## src/rtl/sm_addsub_pipe_if.sv

```systemverilog
// Stream bundle for the sign-magnitude add/sub pipeline: operand side, result
// side and the accumulator clear strobe.
interface sm_addsub_pipe_if #(parameter int N = 8);
  logic         in_valid;
  logic         in_ready;
  logic [N-1:0] a;
  logic [N-1:0] b;
  logic         op;
  logic         acc_mode;
  logic         acc_clr;
  logic         out_valid;
  logic         out_ready;
  logic [N-1:0] sum;
  logic         ovf;
  logic         zero;

  modport master (
    output in_valid, a, b, op, acc_mode, acc_clr, out_ready,
    input  in_ready, out_valid, sum, ovf, zero
  );

  modport slave (
    input  in_valid, a, b, op, acc_mode, acc_clr, out_ready,
    output in_ready, out_valid, sum, ovf, zero
  );
endinterface

```

## src/rtl/sm_addsub_pipe.sv

```systemverilog
// Two-stage sign-magnitude adder/subtractor with saturation, -0 normalisation
// and an optional serialised accumulator that substitutes for operand A.
module sm_addsub_pipe #(
  parameter int N = 8
) (
  input  logic            clk,
  input  logic            reset,
  sm_addsub_pipe_if.slave bus
);
  localparam int M = N - 1;

  // Handshake: a beat moves when valid && ready on the same rising edge; valid
  // never depends on ready, and the producer holds its payload until it moves.

  logic [N-1:0] acc;
  logic         s1_valid;
  logic         s1_acc;
  logic         s1_sign;
  logic         s1_sub;
  logic [M-1:0] s1_max;
  logic [M-1:0] s1_min;
  logic         out_valid_q;
  logic         s2_acc;
  logic [N-1:0] sum_q;
  logic         ovf_q;
  logic         zero_q;

  logic [N-1:0] a_eff;
  logic [M-1:0] mag_a;
  logic [M-1:0] mag_b;
  logic         sign_a;
  logic         sign_b;
  logic         a_ge;
  logic         s2_open;
  logic         s1_adv;
  logic         acc_busy;
  logic         take;
  logic [N-1:0] wide;
  logic         res_ovf;
  logic [M-1:0] res_mag;
  logic         res_zero;
  logic [N-1:0] res_word;

  always_comb begin
    a_eff  = bus.acc_mode ? acc : bus.a;
    mag_a  = a_eff[M-1:0];
    mag_b  = bus.b[M-1:0];
    // A zero magnitude carries sign 0 regardless of the sign bit (kills -0).
    sign_a = a_eff[N-1] & (mag_a != '0);
    sign_b = (bus.b[N-1] ^ bus.op) & (mag_b != '0);
    a_ge   = (mag_a >= mag_b);
  end

  always_comb begin
    s2_open  = !out_valid_q || bus.out_ready;
    s1_adv   = s1_valid && s2_open;
    acc_busy = (s1_valid && s1_acc) || (out_valid_q && s2_acc);
    take     = bus.in_valid && bus.in_ready;
  end

  assign bus.in_ready = !reset && !acc_busy && (!s1_valid || s1_adv);

  always_comb begin
    if (s1_sub) wide = {1'b0, s1_max} - {1'b0, s1_min};
    else        wide = {1'b0, s1_max} + {1'b0, s1_min};
    res_ovf  = !s1_sub && wide[M];
    res_mag  = res_ovf ? '1 : wide[M-1:0];
    res_zero = (res_mag == '0);
    res_word = {s1_sign & !res_zero, res_mag};
  end

  always_ff @(posedge clk) begin
    if (reset) begin
      s1_valid    <= 1'b0;
      s1_acc      <= 1'b0;
      s1_sign     <= 1'b0;
      s1_sub      <= 1'b0;
      s1_max      <= '0;
      s1_min      <= '0;
      out_valid_q <= 1'b0;
      s2_acc      <= 1'b0;
      sum_q       <= '0;
      ovf_q       <= 1'b0;
      zero_q      <= 1'b0;
      acc         <= '0;
    end else begin
      if (take) begin
        s1_valid <= 1'b1;
        s1_acc   <= bus.acc_mode;
        s1_sub   <= (sign_a != sign_b);
        // With equal signs sign_a == sign_b, so this also covers the add case.
        s1_sign  <= a_ge ? sign_a : sign_b;
        s1_max   <= a_ge ? mag_a : mag_b;
        s1_min   <= a_ge ? mag_b : mag_a;
      end else if (s1_adv) begin
        s1_valid <= 1'b0;
      end

      if (s1_adv) begin
        out_valid_q <= 1'b1;
        s2_acc      <= s1_acc;
        sum_q       <= res_word;
        ovf_q       <= res_ovf;
        zero_q      <= res_zero;
      end else if (out_valid_q && bus.out_ready) begin
        out_valid_q <= 1'b0;
      end

      if (bus.acc_clr)              acc <= '0;
      else if (s1_adv && s1_acc)    acc <= res_word;
    end
  end

  assign bus.out_valid = out_valid_q;
  assign bus.sum       = sum_q;
  assign bus.ovf       = ovf_q;
  assign bus.zero      = zero_q;
endmodule
```

## src/flat_wrapper.sv

```systemverilog
// flat-port wrapper written by rule: the top's interface ports become plain ports
module sm_addsub_pipe_flat 
#(
  parameter int N = 8
)
  (clk, reset, bus_in_valid, bus_a, bus_b, bus_op, bus_acc_mode, bus_acc_clr, bus_out_ready, bus_in_ready, bus_out_valid, bus_sum, bus_ovf, bus_zero);
  sm_addsub_pipe_if #(.N(N)) bus_i ();
  input  logic clk;
  input  logic reset;
  input wire logic [$bits(bus_i.in_valid)-1:0] bus_in_valid;
  input wire logic [$bits(bus_i.a)-1:0] bus_a;
  input wire logic [$bits(bus_i.b)-1:0] bus_b;
  input wire logic [$bits(bus_i.op)-1:0] bus_op;
  input wire logic [$bits(bus_i.acc_mode)-1:0] bus_acc_mode;
  input wire logic [$bits(bus_i.acc_clr)-1:0] bus_acc_clr;
  input wire logic [$bits(bus_i.out_ready)-1:0] bus_out_ready;
  output wire logic [$bits(bus_i.in_ready)-1:0] bus_in_ready;
  output wire logic [$bits(bus_i.out_valid)-1:0] bus_out_valid;
  output wire logic [$bits(bus_i.sum)-1:0] bus_sum;
  output wire logic [$bits(bus_i.ovf)-1:0] bus_ovf;
  output wire logic [$bits(bus_i.zero)-1:0] bus_zero;
  assign bus_i.in_valid = bus_in_valid;
  assign bus_i.a = bus_a;
  assign bus_i.b = bus_b;
  assign bus_i.op = bus_op;
  assign bus_i.acc_mode = bus_acc_mode;
  assign bus_i.acc_clr = bus_acc_clr;
  assign bus_i.out_ready = bus_out_ready;
  assign bus_in_ready = bus_i.in_ready;
  assign bus_out_valid = bus_i.out_valid;
  assign bus_sum = bus_i.sum;
  assign bus_ovf = bus_i.ovf;
  assign bus_zero = bus_i.zero;
  sm_addsub_pipe #(.N(N)) u_core (.clk(clk), .reset(reset), .bus(bus_i));
endmodule
```

## config.mk

```make
export PLATFORM = sky130hd
export DESIGN_NAME = sm_addsub_pipe_flat
export DESIGN_NICKNAME = d
export VERILOG_FILES = /design/src/rtl/sm_addsub_pipe_if.sv /design/src/rtl/sm_addsub_pipe.sv /design/src/flat_wrapper.sv
export SDC_FILE = /design/constraint.sdc
export NUM_CORES = 1
export LEC_CHECK = 0
export BUFFER_PORTS_ARGS = -buffer_cell sky130_fd_sc_hd__buf_2
export CAP_MARGIN = 20
export CELL_PAD_IN_SITES_DETAIL_PLACEMENT = 1
export CELL_PAD_IN_SITES_GLOBAL_PLACEMENT = 1
export CORE_MARGIN = 2
export CORE_UTILIZATION = 46
export CTS_BUF_LIST = sky130_fd_sc_hd__clkbuf_16
export DETAILED_ROUTE_END_ITERATION = 8
export GPL_TIMING_DRIVEN = 0
export PLACE_DENSITY = 0.82
export SYNTH_ARGS = -nofsm -noshare
export SYNTH_HDL_FRONTEND = slang
export SYNTH_SLANG_ARGS = --single-unit
```

## constraint.sdc

```tcl
create_clock -name clk -period 6.3 [get_ports clk]
set_input_delay 0.945 -clock clk [delete_from_list [all_inputs] [get_ports clk]]
set_output_delay 0.945 -clock clk [all_outputs]
set_load 0.01 [all_outputs]
```

==> results of run 1 <==
cells by family (layout without fill, tap and decap cells):
group,count (synthesis),in the layout,share of synthesized area
xor gates and xnor gates,10,10,0.0387
and+or+nand+nor,71,71,0.160
muxes,26,26,0.119
AOI/OAI and AO/OA,73,73,0.208
adders and majority gates,16,16,0.0917
DFF,38,38,0.336
buffers and inverters,28,67,0.0475
layout by cell type (no fill, tap or decap), types with 5 or more instances in the layout:
cell       synthesis  final
dfxtp_1           38     38
clkbuf_16          0      5
nand2_1            7      7
nand3_1           17     17
o21ai_0           31     31
buf_2              2     34
nor3_1             7      7
xnor2_1            7      7
mux2_2             7      7
ha_1              15     15
mux2i_1           19     19
clkbuf_1           7      7
nor2_1            21     21
inv_1             17     17
a21oi_1           20     20
power breakdown:
group | internal [mW] | switching [mW] | total [mW]
clock network | 0.183 | 0.0955 | 0.279
registers | 0.257 | 0.0129 | 0.270
logic | 0.104 | 0.165 | 0.269
total | 0.544 | 0.273 | 0.817
worst max-delay path, stage by stage:
cell     delay, ns
buf_2         0.20
mux2_2        0.40
ha_1          0.30
nand2_1       0.05
o21ai_0       0.17
a31oi_1       0.13
o21ai_2       0.37
buf_2         0.37
mux2i_1       0.28
o21ai_0       0.13
per-layer routing:
metal	global-route usage	vias up	part of all wire
met4	0.0646	0	0.0098
met3	0.0501	6	0.028
met2	0.447	39	0.50
met1	0.328	1032	0.46
met5	0	-	0
li1	-	1028	-
flip-flops by register name, indices dropped and copies added (netlist names), 7 cells and up:
name / cells
u_core.acc: 8
u_core.s1_max: 7
u_core.s1_min: 7
u_core.bus.sum: 8
final timing paths:
check	from	to	cells after the start
worst min register to register	u_core.s1_max[2]	u_core.s1_max[2]	2
worst max-delay path	bus_acc_mode	u_core.s1_min[5]	10
worst max register to register	u_core.s1_sub	u_core.bus.sum[7]	9
worst min-delay path	u_core.s1_max[2]	u_core.s1_max[2]	2
cell type report:
class / instances / area (µm²)
Clock inverter: 2 / 33.8
Clock buffer: 5 / 125
Multi-Input combinational cell: 196 / 1400
Tap cell: 67 / 83.8
Buffer: 11 / 43.8
Inverter: 17 / 63.8
Fill cell: 585 / 2060
Sequential cell: 38 / 761
Timing Repair Buffer: 32 / 160
Yosys cell counts (2+ instances only):
cell type and instances:
nor2b_1 3, inv_1 17, buf_2 2, nand2b_1 4, clkbuf_1 7, a31oi_1 3
a21o_1 2, buf_1 2, mux2i_1 19, nor3_1 7, xnor2_1 7, ha_1 15
nor4_1 2, and3b_1 3, o21ai_0 31, xor2_1 3, mux2_2 7, dfxtp_1 38
nand3_1 17, nand2_1 7, nor2_1 21, a21oi_1 20, o221a_2 4, o2111ai_1 2
stage by stage:
stage / hold slack [ns] / setup WS [ns] / instances / util / power (mW)
2_1_floorplan: 0.444 / 3.22 / 262 / - / 0.461
3_3_place_gp: 0.457 / 2.92 / 361 / 0.531 / 0.528
3_5_place_dp: 0.470 / 2.78 / 361 / 0.531 / 0.537
4_1_cts: 0.498 / 3.08 / 368 / 0.565 / 0.817
5_1_grt: 0.533 / 2.89 / 368 / 0.565 / 0.858
6_report: 0.503 / 3.08 / 368 / 0.565 / 0.817
==> results by group, run 1 <==
Timing
  – Period utilization: 0.511
  – Tightest Pin Transition: roughly 0.54 ns
  – Slew Limit Fails: 0
  – RSZ-0062 raised after global routing: no
  – Slew headroom: 0.641
  – Setup TNS: 0 ns
  – Final setup viols: 0
  – Final Critical Period: 3.22 ns
  – Fmax: 311 MHz
  – Clk_skew: approximately 0.0041 ns
  – Endpoints failing hold: 0

Placed design
  – RD Place Congestion: 0.790
  – HPWL after DPL: 4840 µm
  – DP Area: about 2500 µm²
  – Port buffer count: 32

Critical path
  – Reg-to-reg slack, setup: around 3.2 ns
  – Worst Setup End Kind: register
  – Type of origin of the critical path: input pin
  – Critical Path AT: 3.35 ns
  – CP Max Fanout: 10
  – Required @ worst endpoint: roughly 6.4 ns
  – WS Path Type: in2reg

Drt
  – Final wirelength: around 6500 µm
  – DR iter-0 viols: between 100 and 150
  – Via density: roughly 5.7
  – Via count: 2105
  – Pre-Repair DR Iteration Count: 4
  – Residual DRC: 0
  – DR WL/cell: about 18 µm
  – Routed Antenna Nets: 0

Synthesis
  – Mapped Nets: approximately 300
  – Largest area contributor in the netlist: dfxtp_1
  – Area contributors post-synth: dfxtp_1 34%, mux2i_1 8.4%, ha_1 8.3%
  – Synth warn: 0
  – Post-synthesis sequential area ratio: 0.336
  – Flops & latches, synth: 38
  – Post-synth EDFFs: 0
  – Synth Cell Area: 2260 µm²
  – Asr flop ratio synth: 0
  – Top_reg_cell synth: dfxtp_1
  – Post-Synthesis Cells: ~260
  – Area share of the largest cell type after synthesis: 0.336
  – Yosys cell types: between 40 and 50
  – Mean post-synth cell area: 8.64 µm²

Floorplanning
  – DIE HEIGHT: around 74 µm
  – Io pins: 35
  – Starting Density: 0.479
  – Die width: between 70 and 80 µm
  – Die area: ~5500 µm²
  – Core ar.: between 4000 and 5000 µm²
  – Row count: 25

Clocking
  – H-tree depth: 2
  – CTS Sinks: 38
  – Post-CTS setup buffer count: 0
  – Clock buffer count from CTS: 5
  – Clock Latency Late Sink: between 0.2 and 0.3 ns
  – Post-cts repair resize count: 0
  – CTS root buf: clkbuf_16
  – Hold buffers post-CTS: 0
  – CTS tree: built
  – CTS clock-pin slew for the worst setup and hold paths: roughly 0.06 ns
  – Max clock buf depth: 2

Layout
  – Post-synthesis to final-layout area growth: 17.8%
  – Share of layout cells above drive strength 1: 0.189
  – Final instance area: 2670 µm²
  – Net count, final: 340
  – # diodes: 0

Global routing
  – Vias in the first global route: between 2000 and 2500
  – First-pass GRT wire length: around 11000 µm
  – Tot GR Track Use: 0.257
  – Total congestion overflow: 0
  – Initial antenna violation count: 0
  – Largest net degree at the start of global routing: 12

Status
  – Status: finished, final reports clean

Pwr
  – Leakage: 1.15 nW
  – Power per standard cell area: between 300 and 400 nW/µm²
  – Peak supply drop: 149 µV

Run
  – Max Cap Viol: 0

Worst hold path
  – Min-delay worst type: reg2reg
Power figures use the tool's default switching activity.
==> inputs of run 2 (changes only) <==
--- a/config.mk
+++ b/config.mk
@@ -10,11 +10,11 @@
 export CELL_PAD_IN_SITES_DETAIL_PLACEMENT = 1
 export CELL_PAD_IN_SITES_GLOBAL_PLACEMENT = 1
 export CORE_MARGIN = 2
-export CORE_UTILIZATION = 46
+export CORE_UTILIZATION = 38
 export CTS_BUF_LIST = sky130_fd_sc_hd__clkbuf_16
 export DETAILED_ROUTE_END_ITERATION = 8
 export GPL_TIMING_DRIVEN = 0
-export PLACE_DENSITY = 0.82
+export PLACE_DENSITY = 0.72
 export SYNTH_ARGS = -nofsm -noshare
 export SYNTH_HDL_FRONTEND = slang
 export SYNTH_SLANG_ARGS = --single-unit
==> constraint.sdc (replaced) <==
create_clock -name clk -period 2.9 [get_ports clk]
set_input_delay 0.435 -clock clk [delete_from_list [all_inputs] [get_ports clk]]
set_output_delay 0.435 -clock clk [all_outputs]
set_load 0.01 [all_outputs]
==> results by group, run 2 (synthesized netlist as in run 1, its figures left out) <==
Layout
  – Share of layout cells above drive strength 1: 0.230 (was 0.189)
  – Post-synthesis to final-layout area growth: 21.9% (was 17.8%)
  – Core Util, Final: 0.472 (was 0.565)
  – Most common cell after layout, fill and taps aside: dfxtp_1 (unchanged)
  – # diodes: 0 (unchanged)
  – Non-filler cells, final: 380 (was 368)
  – Final instance area: 2760 µm² (was 2670 µm²)
  – Commonest cells after routing, fill and taps aside: 37 x dfxtp_1, 34 x buf_2, 31 x o21ai_0, 20 x nor2_1, 20 x a21oi_1 (was 38 x dfxtp_1, 34 x buf_2, 31 x o21ai_0, 21 x nor2_1, 20 x a21oi_1)
  – Net count, final: 343 (was 340)

Drt
  – Pre-Repair DR Iteration Count: 4 (unchanged)
  – DR WL/cell: 16.3 µm (was 17.8 µm)
  – Via density: 5.51 (was 5.72)
  – WL met1: 2950 µm (was 2990 µm)
  – Met3 wire length: 181 µm (was 185 µm)
  – Final wirelength: 6210 µm (was 6540 µm)
  – Routed Antenna Nets: 0 (unchanged)
  – DR iter-0 viols: 86 (was 101)
  – WL met2: 2930 µm (was 3300 µm)
  – Residual DRC: 0 (unchanged)
  – Via count: 2094 (was 2105)
  – Top Layer Used: met4 (unchanged)

Timing
  – Final setup viols: 0 (unchanged)
  – Slew Limit Fails: 0 (unchanged)
  – Slew headroom: 0.680 (was 0.641)
  – Fmax: approximately 360 MHz
  – RSZ-0062 raised after global routing: no (unchanged)
  – Setup TNS: 0 ns (unchanged)
  – Tightest Pin Transition: 0.478 ns (was 0.536 ns)
  – Final Critical Period: between 2 and 3 ns
  – Period utilization: 0.960
  – Clk_skew: 0.0112 ns (was 0.00406 ns)
  – Endpoints failing hold: 0 (unchanged)

Placed design
  – HPWL after DPL: 4710 µm (was 4840 µm)
  – Placed Instances: 369 (was 361)
  – Port buffer count: 32 (unchanged)
  – RD Place Congestion: 0.796 (was 0.790)
  – DP Area: 2520 µm² (was 2510 µm²)

Floorplanning
  – DIE HEIGHT: 81.2 µm (was 74.2 µm)
  – Core ar.: 5850 µm² (was 4720 µm²)
  – Starting Density: 0.387 (was 0.479)
  – Die width: 81.2 µm (was 74.2 µm)
  – Die area: 6590 µm² (was 5500 µm²)
  – Row count: 28 (was 25)
  – Io pins: 35 (unchanged)

Clocking
  – CTS tree: built (unchanged)
  – H-tree depth: 2 (unchanged)
  – Clock Latency Late Sink: 0.29 ns (was 0.28 ns)
  – CTS root buf: clkbuf_16 (unchanged)
  – Max clock buf depth: 2 (unchanged)
  – CTS Sinks: 38 (unchanged)
  – Clock buffer count from CTS: 5 (unchanged)
  – CTS clock-pin slew for the worst setup and hold paths: 0.07 ns (was 0.06 ns)
  – Hold buffers post-CTS: 0 (unchanged)

Worst hold path
  – Min-delay worst type: in2reg (was reg2reg)
  – Hold worst-path end: u_core.s1_max[5] (was u_core.s1_max[2])
  – Hold-critical path depth: 3 (was 2)
  – Hold path start: bus_b[5] (was u_core.s1_max[2])

Global routing
  – Initial antenna violation count: 0 (unchanged)
  – Largest net degree at the start of global routing: 14 (was 12)
  – Vias in the first global route: 2072 (was 2163)
  – First-pass GRT wire length: 10300 µm (was 10700 µm)
  – Total congestion overflow: 0 (unchanged)
  – Tot GR Track Use: 0.205 (was 0.257)

Critical path
  – Reg-to-reg slack, setup: 0.12 ns (was 3.21 ns)
  – Worst Setup End Kind: register (unchanged)
  – Reg2reg start: u_core.s1_min[1] (was u_core.s1_sub)
  – Worst r2r path cells: 10 (was 9)
  – Critical Path AT: 2.95 ns (was 3.35 ns)
  – Type of origin of the critical path: register (was input pin)
  – Required @ worst endpoint: 3.06 ns (was 6.43 ns)
  – Worst r2r dst: u_core.bus.sum[7] (unchanged)
  – CP Max Fanout: 4 (was 10)
  – WS Path Type: reg2reg (was in2reg)

Status
  – Status: finished, final reports clean (unchanged)

Run
  – Max Cap Viol: 0 (unchanged)

Pwr
  – Peak supply drop: 343 µV (was 149 µV)
  – Total power: 1.96 mW (was 0.817 mW)
  – Power per standard cell area: 709 nW/µm² (was 306 nW/µm²)
  – Leakage: 1.19 nW (was 1.15 nW)
## run 2: area by class of cell
| class | instances | area [µm²] |
|---|---|---|
| Clock inverter | 3 | 68.8 |
| Clock buffer | 5 | 125 |
| Inverter | 17 | 63.8 |
| Fill cell | 708 | 3090 |
| Sequential cell | 38 | 762 |
| Buffer | 10 | 40.0 |
| Timing Repair Buffer | 36 | 190 |
| Multi-Input combinational cell | 196 | 1420 |
| Tap cell | 75 | 93.8 |
## run 2: worst max path at each step
stage	start	to	depth (start not counted)	slack (ns)
6_report	u_core.s1_min[1]	u_core.bus.sum[7]	10	0.12
5_1_grt	u_core.s1_min[0]	u_core.bus.sum[7]	11	0.008
4_1_cts	u_core.s1_min[0]	u_core.bus.sum[7]	10	0.0006
3_5_place_dp	u_core.s1_min[0]	u_core.bus.sum[7]	10	-0.14
3_3_place_gp	u_core.s1_sub	u_core.bus.sum[7]	9	-0.08
2_1_floorplan	u_core.s1_min[0]	u_core.bus.sum[7]	10	0.23
## run 2: worst max-delay path, cell delays in order (launching register included)
cell and delay, ns:
dfxtp_1 0.39, inv_1 0.07, ha_1 0.26, mux2i_1 0.10, fa_2 0.40, a211oi_2 0.29
nor2_1 0.10, xor2_1 0.20, or4_4 0.54, o311ai_2 0.23, a21oi_1 0.09
## run 2: power breakdown
group	internal [mW]	leakage (nW)	switching [mW]
clock	0.495	0.0940	0.233
combinational	0.266	0.780	0.376
sequential	0.558	0.312	0.0290
total	1.32	1.19	0.638
## run 2: routing by layer
layer / vias up / track usage
met3: 13 / 0.0344
met2: 34 / 0.340
met4: 0 / 0.0864
met1: 1020 / 0.264
met5: - / 0
li1: 1027 / -
## run 2: metrics by stage
| stage | setup slack (ns) | hold WS [ns] |
|---|---|---|
| 3_5_place_dp | -0.143 | 0.468 |
| 5_1_grt | 0.00819 | 0.508 |
| 2_1_floorplan | 0.234 | 0.444 |
| 4_1_cts | 0.000634 | 0.477 |
| 3_3_place_gp | -0.0809 | 0.459 |
| 6_report | 0.116 | 0.470 |
## run 2: what timing repair did
action | 4_1_cts | 5_1_grt
endpoints found under the setup margin | 3 | 7
gates resized for setup | 4 | 3
pin swaps | 3 | 8
buffers inserted | 3 | 1
==> inputs of run 3 (changes only) <==
--- a/config.mk
+++ b/config.mk
@@ -6,7 +6,7 @@
 export NUM_CORES = 1
 export LEC_CHECK = 0
 export BUFFER_PORTS_ARGS = -buffer_cell sky130_fd_sc_hd__buf_2
-export CAP_MARGIN = 20
+export CAP_MARGIN = 10
 export CELL_PAD_IN_SITES_DETAIL_PLACEMENT = 1
 export CELL_PAD_IN_SITES_GLOBAL_PLACEMENT = 1
 export CORE_MARGIN = 2
@@ -14,7 +14,7 @@
 export CTS_BUF_LIST = sky130_fd_sc_hd__clkbuf_16
 export DETAILED_ROUTE_END_ITERATION = 8
 export GPL_TIMING_DRIVEN = 0
-export PLACE_DENSITY = 0.72
+export PLACE_DENSITY = 0.84
 export SYNTH_ARGS = -nofsm -noshare
 export SYNTH_HDL_FRONTEND = slang
 export SYNTH_SLANG_ARGS = --single-unit
==> constraint.sdc (replaced) <==
create_clock -name clk -period 2.3 [get_ports clk]
set_input_delay 0.345 -clock clk [delete_from_list [all_inputs] [get_ports clk]]
set_output_delay 0.345 -clock clk [all_outputs]
set_load 0.01 [all_outputs]
==> results by group, run 3 (synthesized netlist as in run 1, its figures left out) <==
Clocking
  – CTS root buf: clkbuf_16 (unchanged)
  – CTS Sinks: 38 (unchanged)
  – Clock buffer count from CTS: 5 (unchanged)
  – CTS tree: built (unchanged)
  – Clock Latency Late Sink: 0.28 ns (was 0.29 ns)
  – Max clock buf depth: 2 (unchanged)
  – CTS clock-pin slew for the worst setup and hold paths: 0.06 ns (was 0.07 ns)
  – H-tree depth: 2 (unchanged)

Worst hold path
  – Hold path start: bus_b[5] (unchanged)
  – Min-delay worst type: in2reg (unchanged)

Critical path
  – CP delay by family, top: compound AO/OA/AOI/OAI gates (was adder cells)
  – Worst Path Buf+Inv: 0 (was 1)
  – Setup crit end: u_core.bus.sum[7] (unchanged)
  – CP cell instances: nor3_4 -> nor2_1 -> xnor2_1 -> ha_2 -> o21ai_0 -> o211ai_1 -> o2111ai_4 -> or4_4 -> o311ai_2 -> a21oi_1 (was inv_1 -> ha_1 -> mux2i_1 -> fa_2 -> a211oi_2 -> nor2_1 -> xor2_1 -> or4_4 -> o311ai_2 -> a21oi_1)
  – Reg-to-reg slack, setup: -0.45 ns (was 0.12 ns)
  – CP Max Fanout: 4 (unchanged)
  – WS Path Type: reg2reg (unchanged)
  – Worst Setup End Kind: register (unchanged)
  – Worst r2r path cells: 10 (unchanged)
  – Critical Path AT: 2.90 ns (was 2.95 ns)
  – Required @ worst endpoint: 2.45 ns (was 3.06 ns)
  – Reg2reg start: u_core.s1_min[0] (was u_core.s1_min[1])
  – WP depth: 10 (unchanged)
  – Worst r2r dst: u_core.bus.sum[7] (unchanged)
  – Type of origin of the critical path: register (unchanged)
  – Worst path slowest cell: or4_4 (unchanged)
  – Critical Path Source: u_core.s1_min[0] (was u_core.s1_min[1])
  – Peak per-stage delay on the critical path: 0.49 ns (was 0.54 ns)

Drt
  – Residual DRC: 0 (unchanged)
  – Via count: 2166 (was 2094)
  – DR iter-0 viols: 79 (was 86)
  – Routed Antenna Nets: 0 (unchanged)
  – Pre-Repair DR Iteration Count: 4 (unchanged)
  – DR WL/cell: 18.0 µm (was 16.3 µm)
  – Final wirelength: 6980 µm (was 6210 µm)
  – Via density: 5.60 (was 5.51)

Layout
  – Most common cell after layout, fill and taps aside: dfxtp_1 (unchanged)
  – Storage element area: 771 µm² (was 762 µm²)
  – Multi-input gate area: 1680 µm² (was 1420 µm²)
  – Post-synthesis to final-layout area growth: 36.0% (was 21.9%)
  – Commonest cells after routing, fill and taps aside: 34 x dfxtp_1, 32 x buf_2, 29 x o21ai_0, 18 x mux2i_1, 17 x nand3_1 (was 37 x dfxtp_1, 34 x buf_2, 31 x o21ai_0, 20 x nor2_1, 20 x a21oi_1)
  – Non-filler cells, final: 387 (was 380)
  – Core Util, Final: 0.526 (was 0.472)
  – FILL cells: 662 (was 708)
  – # diodes: 0 (unchanged)
  – Net count, final: 351 (was 343)
  – Share of layout cells above drive strength 1: 0.362 (was 0.230)

Global routing
  – Total congestion overflow: 0 (unchanged)
  – Vias in the first global route: 2192 (was 2072)
  – Initial antenna violation count: 0 (unchanged)
  – Tot GR Track Use: 0.224 (was 0.205)
  – First-pass GRT wire length: 11100 µm (was 10300 µm)
  – Largest net degree at the start of global routing: 12 (was 14)

Status
  – Violated checks: setup timing
  – Status: complete, but fails checks (was finished, final reports clean)

Timing
  – Endpoints failing hold: 0 (unchanged)
  – Clk_skew: 0.00475 ns (was 0.0112 ns)
  – Slew headroom: 0.624 (was 0.680)
  – Period utilization: 1.20 (was 0.960)
  – Fmax: 363 MHz (was 359 MHz)
  – Slew Limit Fails: 0 (unchanged)
  – Tightest Pin Transition: 0.562 ns (was 0.478 ns)
  – Final Critical Period: 2.75 ns (was 2.78 ns)
  – Final setup viols: 18 (was 0)
  – RSZ-0062 raised after global routing: yes (was no)
  – Final worst slack: -0.453 ns (was 0.116 ns)

Run
  – Max Cap Viol: 0 (unchanged)

Floorplanning
  – Die area: 6590 µm² (unchanged)
  – Starting Density: 0.387 (unchanged)
  – DIE HEIGHT: 81.2 µm (unchanged)
  – Core ar.: 5850 µm² (unchanged)
  – Row count: 28 (unchanged)
  – Io pins: 35 (unchanged)
  – Die width: 81.2 µm (unchanged)

Placed design
  – HPWL after DPL: 4870 µm (was 4710 µm)
  – Placed Instances: 369 (unchanged)
  – RD Place Congestion: 0.765 (was 0.796)
  – Port buffer count: 32 (unchanged)

Pwr
  – Leakage: 1.27 nW (was 1.19 nW)
  – Power per standard cell area: 851 nW/µm² (was 709 nW/µm²)
  – Peak supply drop: 363 µV (was 343 µV)
run 3: final cells by class:
class                           instances  share of cell area
Tap cell                               75              0.0305
Clock buffer                            5              0.0406
Inverter                               17              0.0215
Timing Repair Buffer                   43              0.0837
Multi-Input combinational cell        196               0.544
Sequential cell                        38               0.250
Clock inverter                          2              0.0110
Buffer                                 11              0.0183
run 3: worst min-delay path by stage:
stage | depth (start not counted) | to
floorplan | 2 | u_core.s1_max[0]
global placement | 2 | u_core.bus.sum[7]
detailed placement | 2 | u_core.bus.sum[7]
CTS | 3 | u_core.s1_min[3]
global route | 3 | u_core.s1_max[5]
finish | 3 | u_core.s1_min[5]
run 3: metrics by stage:
step	hold WS (ns)	total power, mW	cell area (µm²)	setup TNS (ns)	setup slack, ns
3_3_place_gp	0.440	1.50	2590	-6.85	-0.506
6_report	0.402	2.62	3080	-6.33	-0.453
3_5_place_dp	0.449	1.53	2590	-9.24	-0.566
2_1_floorplan	0.444	1.31	2330	-1.13	-0.172
4_1_cts	0.403	2.49	2930	-5.65	-0.470
5_1_grt	0.422	2.74	3080	-8.05	-0.542
run 3: routing by layer:
metal,part of all wire,routed length (µm),global-route usage,up-vias
met5,0,0,0,-
met4,0.028,198,0.0932,0
li1,-,-,-,1050
met2,0.51,3530,0.389,54
met3,0.033,232,0.0333,17
met1,0.43,3020,0.277,1045
run 3: repair_timing:
| item | in CTS | in global routing |
|---|---|---|
| pin swaps | 10 | 14 |
| gates resized for setup | 28 | 24 |
| setup endpoints to repair | 23 | 28 |
| hold buffers | 0 | 0 |
| setup buffers | 7 | 4 |
run 3: where the power goes:
| group | switching [mW] | internal (mW) | leakage [nW] |
|---|---|---|---|
| Clock | 0.251 | 0.501 | 0.0773 |
| Combinational | 0.629 | 0.494 | 0.883 |
| Sequential | 0.0419 | 0.704 | 0.313 |
| Total | 0.922 | 1.70 | 1.27 |
run 3: worst register-to-register path, stage by stage (launching register included):
cell       delay [ns]
dfxtp_4          0.36
nor3_4           0.22
nor2_1           0.08
xnor2_1          0.14
ha_2             0.41
o21ai_0          0.13
o211ai_1         0.28
o2111ai_4        0.19
or4_4            0.49
o311ai_2         0.24
a21oi_1          0.09
